$ cat config.mk
export PLATFORM = sky130hd
export DESIGN_NAME = truth_table_scan
export DESIGN_NICKNAME = d
export VERILOG_FILES = /design/src/rtl/bool_scan_pkg.sv /design/src/rtl/scan_counter.sv /design/src/rtl/truth_table_scan.sv
export SDC_FILE = /design/constraint.sdc
export NUM_CORES = 1
export LEC_CHECK = 0
export BUFFER_PORTS_ARGS = -buffer_cell sky130_fd_sc_hd__clkbuf_2
export CELL_PAD_IN_SITES_DETAIL_PLACEMENT = 0
export CELL_PAD_IN_SITES_GLOBAL_PLACEMENT = 2
export CORE_ASPECT_RATIO = 1.1
export CORE_MARGIN = 3
export CORE_UTILIZATION = 38
export DETAILED_ROUTE_END_ITERATION = 10
export PLACE_DENSITY = 0.82
export SYNTH_ARGS = -nofsm -noshare
export SYNTH_HDL_FRONTEND = slang
export SYNTH_HIERARCHICAL = 1
export SYNTH_SLANG_ARGS = --single-unit
$ cat constraint.sdc
create_clock -name clk -period 3.8 [get_ports clk]
set_input_delay 0.19 -clock clk [delete_from_list [all_inputs] [get_ports clk]]
set_output_delay 0.19 -clock clk [all_outputs]
set_load 0.02 [all_outputs]
$ cat src/rtl/bool_scan_pkg.sv
// rtl/bool_scan_pkg.sv - shared constants and state encoding for the truth-table scanner
package bool_scan_pkg;

   localparam int N_VEC                 = 16;
   localparam int IDX_W                 = 4;
   localparam int SETTLE_CYCLES_DEFAULT = 2;

   typedef enum logic [1:0] {
      IDLE   = 2'd0,
      DRIVE  = 2'd1,
      SAMPLE = 2'd2,
      DONE   = 2'd3
   } scan_state_e;

endpackage

$ cat src/rtl/scan_counter.sv
// rtl/scan_counter.sv - 4-bit vector index register with clear, saturating increment and last flag
module scan_counter
   import bool_scan_pkg::*;
(
   input  logic             clk,
   input  logic             rst_n,
   input  logic             clr_i,
   input  logic             inc_i,
   output logic [IDX_W-1:0] idx_o,
   output logic             last_o
);

   logic [IDX_W-1:0] idx_q;
   logic [IDX_W-1:0] idx_d;
   logic             last;

   assign last = (idx_q == IDX_W'(N_VEC - 1));

   // Next index: clear wins; increment stops at the last vector so a scan never wraps.
   always_comb begin
      idx_d = idx_q;
      if (clr_i) begin
         idx_d = '0;
      end else if (inc_i && !last) begin
         idx_d = idx_q + IDX_W'(1);
      end
   end

   // Index register.
   always_ff @(posedge clk or negedge rst_n) begin
      if (!rst_n) begin
         idx_q <= '0;
      end else begin
         idx_q <= idx_d;
      end
   end

   assign idx_o  = idx_q;
   assign last_o = last;

endmodule

$ cat src/rtl/truth_table_scan.sv
// rtl/truth_table_scan.sv - walks all 16 input vectors of a 4-input function and captures its truth table
module truth_table_scan
   import bool_scan_pkg::*;
#(
   parameter int SETTLE_CYCLES = SETTLE_CYCLES_DEFAULT
)
(
   input  logic             clk,
   input  logic             rst_n,
   input  logic             start,
   input  logic             abort,
   input  logic [N_VEC-1:0] expected,
   output logic             vec_a,
   output logic             vec_b,
   output logic             vec_c,
   output logic             vec_d,
   input  logic             f_in,
   output logic             busy,
   output logic             done,
   output logic [N_VEC-1:0] table_out,
   output logic             pass
);

   // Settle count runs 0..SETTLE_CYCLES-1 while a vector is held.
   localparam logic [3:0] SETTLE_LAST = 4'(SETTLE_CYCLES - 1);

   scan_state_e      state_q, state_d;
   logic [3:0]       cnt_q, cnt_d;
   logic [N_VEC-1:0] table_q, table_d;
   logic [N_VEC-1:0] exp_q, exp_d;
   logic             pass_q, pass_d;
   logic             done_q, done_d;
   logic             idx_clr;
   logic             idx_inc;
   logic [IDX_W-1:0] idx;
   logic             idx_last;

   scan_counter u_scan_counter (
      .clk    (clk),
      .rst_n  (rst_n),
      .clr_i  (idx_clr),
      .inc_i  (idx_inc),
      .idx_o  (idx),
      .last_o (idx_last)
   );

   // Scan sequencing, table capture and result evaluation.
   always_comb begin
      state_d = state_q;
      cnt_d   = cnt_q;
      table_d = table_q;
      exp_d   = exp_q;
      pass_d  = pass_q;
      done_d  = 1'b0;
      idx_clr = 1'b0;
      idx_inc = 1'b0;
      case (state_q)
         IDLE: begin
            // abort beats a simultaneous start
            if (start && !abort) begin
               state_d = DRIVE;
               exp_d   = expected;
               table_d = '0;
               pass_d  = 1'b0;
               cnt_d   = '0;
               idx_clr = 1'b1;
            end
         end
         DRIVE: begin
            if (abort) begin
               state_d = IDLE;
               table_d = '0;
               pass_d  = 1'b0;
               cnt_d   = '0;
               idx_clr = 1'b1;
            end else if (cnt_q == SETTLE_LAST) begin
               state_d = SAMPLE;
               cnt_d   = '0;
            end else begin
               cnt_d = cnt_q + 4'd1;
            end
         end
         SAMPLE: begin
            if (abort) begin
               state_d = IDLE;
               table_d = '0;
               pass_d  = 1'b0;
               cnt_d   = '0;
               idx_clr = 1'b1;
            end else begin
               // f_in depends only on the registered vec_* outputs, so it is stable here
               table_d[idx] = f_in;
               if (idx_last) begin
                  state_d = DONE;
               end else begin
                  state_d = DRIVE;
                  idx_inc = 1'b1;
               end
            end
         end
         DONE: begin
            // done is registered so its pulse lines up with the final pass value
            state_d = IDLE;
            done_d  = 1'b1;
            pass_d  = (table_q == exp_q);
         end
         default: begin
            state_d = IDLE;
         end
      endcase
   end

   // State, settle counter and result registers.
   always_ff @(posedge clk or negedge rst_n) begin
      if (!rst_n) begin
         state_q <= IDLE;
         cnt_q   <= '0;
         table_q <= '0;
         exp_q   <= '0;
         pass_q  <= 1'b0;
         done_q  <= 1'b0;
      end else begin
         state_q <= state_d;
         cnt_q   <= cnt_d;
         table_q <= table_d;
         exp_q   <= exp_d;
         pass_q  <= pass_d;
         done_q  <= done_d;
      end
   end

   assign {vec_a, vec_b, vec_c, vec_d} = idx;
   assign busy      = (state_q != IDLE);
   assign done      = done_q;
   assign table_out = table_q;
   assign pass      = pass_q;

endmodule

==> results of run 1 <==
==> area by class of cell <==
type,instances,area (um^2),area share [%]
Clock buffer,6,72.6,2.65
Clock inverter,2,35.0,1.28
Inverter,8,30.0,1.10
Multi-Input combinational cell,155,1180,43.2
Sequential cell,44,1100,40.2
Tap cell,77,96.3,3.51
Timing Repair Buffer,44,223,8.12
==> state kept, by name, indices dropped and copies added, names as in the netlist <==
signal and flops:
pass 1, state_q 2, u_scan_counter/idx_o 4, table_out 16, cnt_q 4, exp_q 16, done 1
==> critical path, stage by stage, from the launching register on <==
cell and delay [ps]:
dfrtp_1 410, inv_1 100, ha_1 190, nor2b_1 740, and2_1 460, nand3_2 180, o2bb2ai_1 180
==> path summary, 6_finish.rpt <==
kind	from	endpoint	slack, ps	depth (start not counted)
max	state_q[0]	table_out[2]	1480	6
min	rst_n	cnt_q[2]	90	1
max reg2reg	state_q[0]	table_out[2]	1480	6
min reg2reg	pass	pass	510	2
max in group asynchronous	rst_n	table_out[13]	3030	1
min in group clk	expected[0]	exp_q[0]	110	2
==> cell usage after synthesis, drive strengths merged (3+ instances only) <==
master / n
clkbuf: 5
ha: 7
or2: 3
o21ai: 22
nor3: 6
nand2b: 9
o2bb2ai: 16
dfrtp: 44
xor2: 15
mux2: 17
nor2b: 4
nand2: 22
inv: 8
nor2: 4
a21oi: 5
nor4: 3
nand3: 4
buf: 5
==> cell families (layout without fill, tap and decap cells) <==
kind of cell               Yosys count  in the layout
xor gates and xnor gates            16             16
AOI/OAI and AO/OA                   52             52
DFF                                 44             44
and+or+nand+nor                     62             62
muxes                               18             18
buffers and inverters               18             60
adders and majority gates            7              7
==> layer usage <==
layer | part of all wire [%] | GRT usage (%) | vias up
li1 | - | - | 857
met1 | 45 | 21.1 | 857
met2 | 49 | 26.2 | 38
met3 | 4.6 | 3.67 | 5
met4 | 1.1 | 4.61 | 0
met5 | 0 | 0 | -
==> stage by stage <==
stage | cells | hold WS [ps]
after CTS | 336 | 112
after floorplan | 217 | -106
after detailed placement | 328 | 426
final | 336 | 93.5
after global placement | 328 | 424
after global routing | 336 | 102
==> where the power goes <==
part | switching, mW | internal, mW | leakage (nW) | total, mW
registers | 0.0830 | 0.579 | 0.577 | 0.662
clock network | 0.160 | 0.195 | 0.0552 | 0.355
logic | 0.330 | 0.258 | 0.716 | 0.588
==> results.cfg, run 1 <==
[drt]
routed_wl_um = 5160
drt-initial-drc-count = 68
avgRoutedWirePerCell_um = 15.3
drc = 0
drt_first_pass_iters = 4
vias = 1757
final_antenna_net_count = 0
drt-vias-per-instance = 5.23

[clock_network]
clkTransAtPathRegs_ps = 90
ctsHoldBuffers = 0
cts_root_buf = clkbuf_8
cts_buffers = 5
htreeDepth = 2
worstSkewPairLatency_ps = 300
cts.sinks = 44
cts_setup_buffers = 0
cts_tree = yes
cts_resized = 0
cts_buffer_depth = 2

[die]
dieWidth_um = 81.2
start_util_pct = 40.2
rows = 29
io_pins = 44
die_area_um2 = 7200
coreArea_um2 = 5880
dieHeight_um = 88.7

[placed_design]
gp_congestion = 0.729
port_buffers = 43
dpl_cell_area_um2 = 2630
dp_hpwl_um = 3730
place_ws_ps = 1520

[pwr]
total_power_mw = 1.60
vdd_ir_drop_max_v = 0.000236
power_density_nw_per_um2 = 585
cellLeakagePower_nw = 1.35

[synth]
synth-simple-area-share_pct = 16.6
ys_async_sr_fraction_pct = 100
syn_avg_cell_area_um2 = 10.9
syn_area_um2 = 2360
synth-xor-area-share_pct = 5.94
synthCells = 217
netlist.area_leader.share_pct = 46.6
ys_ff_latch = 44
synth_edf_count = 0
synth_top_family_by_area = simple AND/OR/NAND/NOR gates
synth_compound_area_share_pct = 15.2
yosysSeqAreaShare_pct = 46.6
syn_nets = 245
synth_area_leaders = dfrtp_1 (47%), mux2_2 (7.6%), o2bb2ai_1 (5.9%), xor2_1 (5.6%), o21ai_0 (4.5%)
yosysWarningCount = 6
synth_ff_type = dfrtp_1
ys_types = 43
synthMuxAreaShare_pct = 8.69
synth_top_cell_by_area = dfrtp_1
synth-adder-area-share_pct = 3.71

[global_routing]
grt_pass1_wl_um = 8640
grt_overflow_total = 0
grt_max_degree = 45
track_usage_pct = 16.0
antenna_found_initial = 0
grt_pass1_vias = 1748

[finish]
utilization_pct = 46.6
fill_cells = 579
nets = 286
stdcell_area_um2 = 2740
syn2layout_area_growth_pct = 16.1
final_cell_mix = dfrtp_1 (44), clkbuf_2 (43), nand2_1 (21), o21ai_0 (21)
antenna_cells = 0
final_common_cell = dfrtp_1
drive_above_1_share_pct = 31.3

[min_path]
min_path_type = primary input to async pin

[sta]
setup_ws_ps = 1480
fmaxAchievable_mhz = 431
rsz0062_at_grt = false
skew_ps = 8.80
fin_crit_sh_pct = 61.1
slew-limit-headroom_pct = 25.8
min_period_ps = 2320
slew_viol_final = 0
hold_violations = 0
setup_viol = 0
tns_ps = 0
tightest_slew_ps = 1110

[setup_path]
path_class = flip-flop to flip-flop
path_max_fanout = 15
crit_arrival_ps = 2550
start_kind = flip-flop
end_kind = flip-flop
cp.required_ps = 4030

[flow_run]
drv_cap = 0

[status]
status = complete, no violations
No activity file was read; power rests on OpenSTA's default activity.
==> run 2: changes to the inputs <==
--- a/config.mk
+++ b/config.mk
@@ -10,9 +10,9 @@
 export CELL_PAD_IN_SITES_GLOBAL_PLACEMENT = 2
 export CORE_ASPECT_RATIO = 1.1
 export CORE_MARGIN = 3
-export CORE_UTILIZATION = 38
+export CORE_UTILIZATION = 32
 export DETAILED_ROUTE_END_ITERATION = 10
-export PLACE_DENSITY = 0.82
+export PLACE_DENSITY = 0.73
 export SYNTH_ARGS = -nofsm -noshare
 export SYNTH_HDL_FRONTEND = slang
 export SYNTH_HIERARCHICAL = 1
==> constraint.sdc (replaced) <==
create_clock -name clk -period 1.9 [get_ports clk]
set_input_delay 0.095 -clock clk [delete_from_list [all_inputs] [get_ports clk]]
set_output_delay 0.095 -clock clk [all_outputs]
set_load 0.02 [all_outputs]
==> results.cfg, run 2 (synthesis results as in run 1) <==
[status]
status = complete, no violations

[setup_path]
path_cells = inv_1 -> ha_1 -> a221oi_2 -> buf_12 -> nand4b_4 -> o2bb2ai_1
end_kind = flip-flop
crit_arrival_ps = 1930
path_class = flip-flop to flip-flop
timing.critical_path.from = state_q[0]
critPathTopFamily = compound AO/OA/AOI/OAI gates
slowest_delay_ps = 390
path_max_fanout = 20
reg2reg_from = state_q[0]
cp.required_ps = 2120
slowest_stage = dfrtp_1
crit_buf_inv = 2
start_kind = flip-flop

[drt]
avgRoutedWirePerCell_um = 14.9
met1_length_um = 2460
drt-initial-drc-count = 75
routed_wl_um = 5290
drc = 0
wl_met2_um = 2560
vias = 1726
drt-vias-per-instance = 4.88
highest_layer = met4
drt_first_pass_iters = 4
final_antenna_net_count = 0
wl_met3_um = 203

[global_routing]
grt_pass1_vias = 1654
grt_max_degree = 45
grt_pass1_wl_um = 8690
antenna_found_initial = 0
track_usage_pct = 13.5
grt_overflow_total = 0

[sta]
min_period_ps = 1710
slew-limit-headroom_pct = 61.3
rsz0062_at_grt = false
slew_viol_final = 0
fmaxAchievable_mhz = 585
tightest_slew_ps = 580
skew_ps = 7.32
fin_crit_sh_pct = 90.0
hold_violations = 0
tns_ps = 0
setup_viol = 0

[clock_network]
cts_tree = yes
cts_buffers = 5
cts_root_buf = clkbuf_8
worstSkewPairLatency_ps = 300
cts_setup_buffers = 0
cts.sinks = 44
clkTransAtPathRegs_ps = 90
htreeDepth = 2
cts_buffer_depth = 2

[pwr]
power.share.switching_pct = 35.5
vdd_ir_drop_max_v = 0.000556
power_density_nw_per_um2 = 1160
p_int_mw = 2.14
switchingPower_mw = 1.18
cellLeakagePower_nw = 1.40
comb_power_share_pct = 38.8
p_seq_share_pct = 39.4
clockPowerShare_pct = 21.8

[finish]
antenna_cells = 0
multi_input_area_um2 = 1190
final_common_cell = dfrtp_1
utilization_pct = 40.3
syn2layout_area_growth_pct = 20.8
drive_above_1_share_pct = 34.9
fill_cells = 709
final_cell_mix = dfrtp_1 (44), clkbuf_2 (43), nand2_1 (21), o21ai_0 (21)
nets = 296
regArea_um2 = 1100

[die]
rows = 32
dieHeight_um = 96.1
coreArea_um2 = 7090
die_area_um2 = 8450
start_util_pct = 33.3
io_pins = 44
dieWidth_um = 87.9

[flow_run]
drv_cap = 0

[placed_design]
gp_congestion = 0.730
dp_hpwl_um = 3950
port_buffers = 43

[min_path]
min_path_type = primary input to flip-flop
worstHoldStart = expected[14]
[run 2: changes by cell type in the layout (fill, tap and decap cells not counted)]
cell	delta
dlygate4sd3_1	+1
a21oi_1	-1
clkbuf_1	-1
and2_1	-1
buf_12	+1
and2_2	+1
nor2b_2	+1
clkinvlp_4	+1
buf_4	+8
a21oi_2	+1
nor2b_1	-1
[run 2: per-layer routing]
metal | vias up | GRT usage, %
met5 | - | 0
met4 | 0 | 3.84
li1 | 869 | -
met2 | 39 | 22.4
met1 | 813 | 18.0
met3 | 5 | 2.65
[run 2: path summary, 6_finish.rpt]
path / depth (start not counted) / end / slack, ps
worst max-delay path: 6 / table_out[6] / 190
worst max register to register: 6 / table_out[6] / 190
min in group asynchronous: 3 / exp_q[13] / 410
max in group asynchronous: 3 / table_out[12] / 1080
worst min register to register: 2 / pass / 510
worst min-delay path: 2 / exp_q[14] / 20
[run 2: per-stage QoR]
stage / instances / setup slack (ps) / power, mW / area [um^2] / hold slack (ps)
3_5_place_dp: 345 / 93.3 / 2.63 / 2730 / 224
5_1_grt: 354 / 30.5 / 3.56 / 2850 / 16.2
3_3_place_gp: 345 / 209 / 2.63 / 2730 / 224
4_1_cts: 354 / 78.2 / 3.37 / 2850 / 16.1
6_report: 354 / 191 / 3.32 / 2850 / 22.9
2_1_floorplan: 217 / 55.5 / 2.25 / 2360 / -201
[run 2: power by group through the flow]
| stage | Sequential (mW) | Combinational, mW | Clock [mW] |
|---|---|---|---|
| floorplan | 1.33 | 0.915 | 0 |
| global placement | 1.31 | 1.31 | 0 |
| detailed placement | 1.33 | 1.31 | 0 |
| CTS | 1.31 | 1.31 | 0.753 |
| global route | 1.33 | 1.45 | 0.786 |
| finish | 1.31 | 1.29 | 0.724 |
[run 2: what timing repair did]
action	4_1_cts	5_1_grt
endpoints found under the hold margin	44	0
hold buffers	1	0
resized for setup	0	2
setup endpoints to repair	0	15
[run 2: area by class of cell]
type | count | share of cell area, %
repair buffers | 54 | 11.0
multi-input cells | 155 | 41.8
well taps | 85 | 3.73
clock buffers | 5 | 2.41
clock inverters | 3 | 1.49
inverters | 8 | 1.05
flip-flops and latches | 44 | 38.6
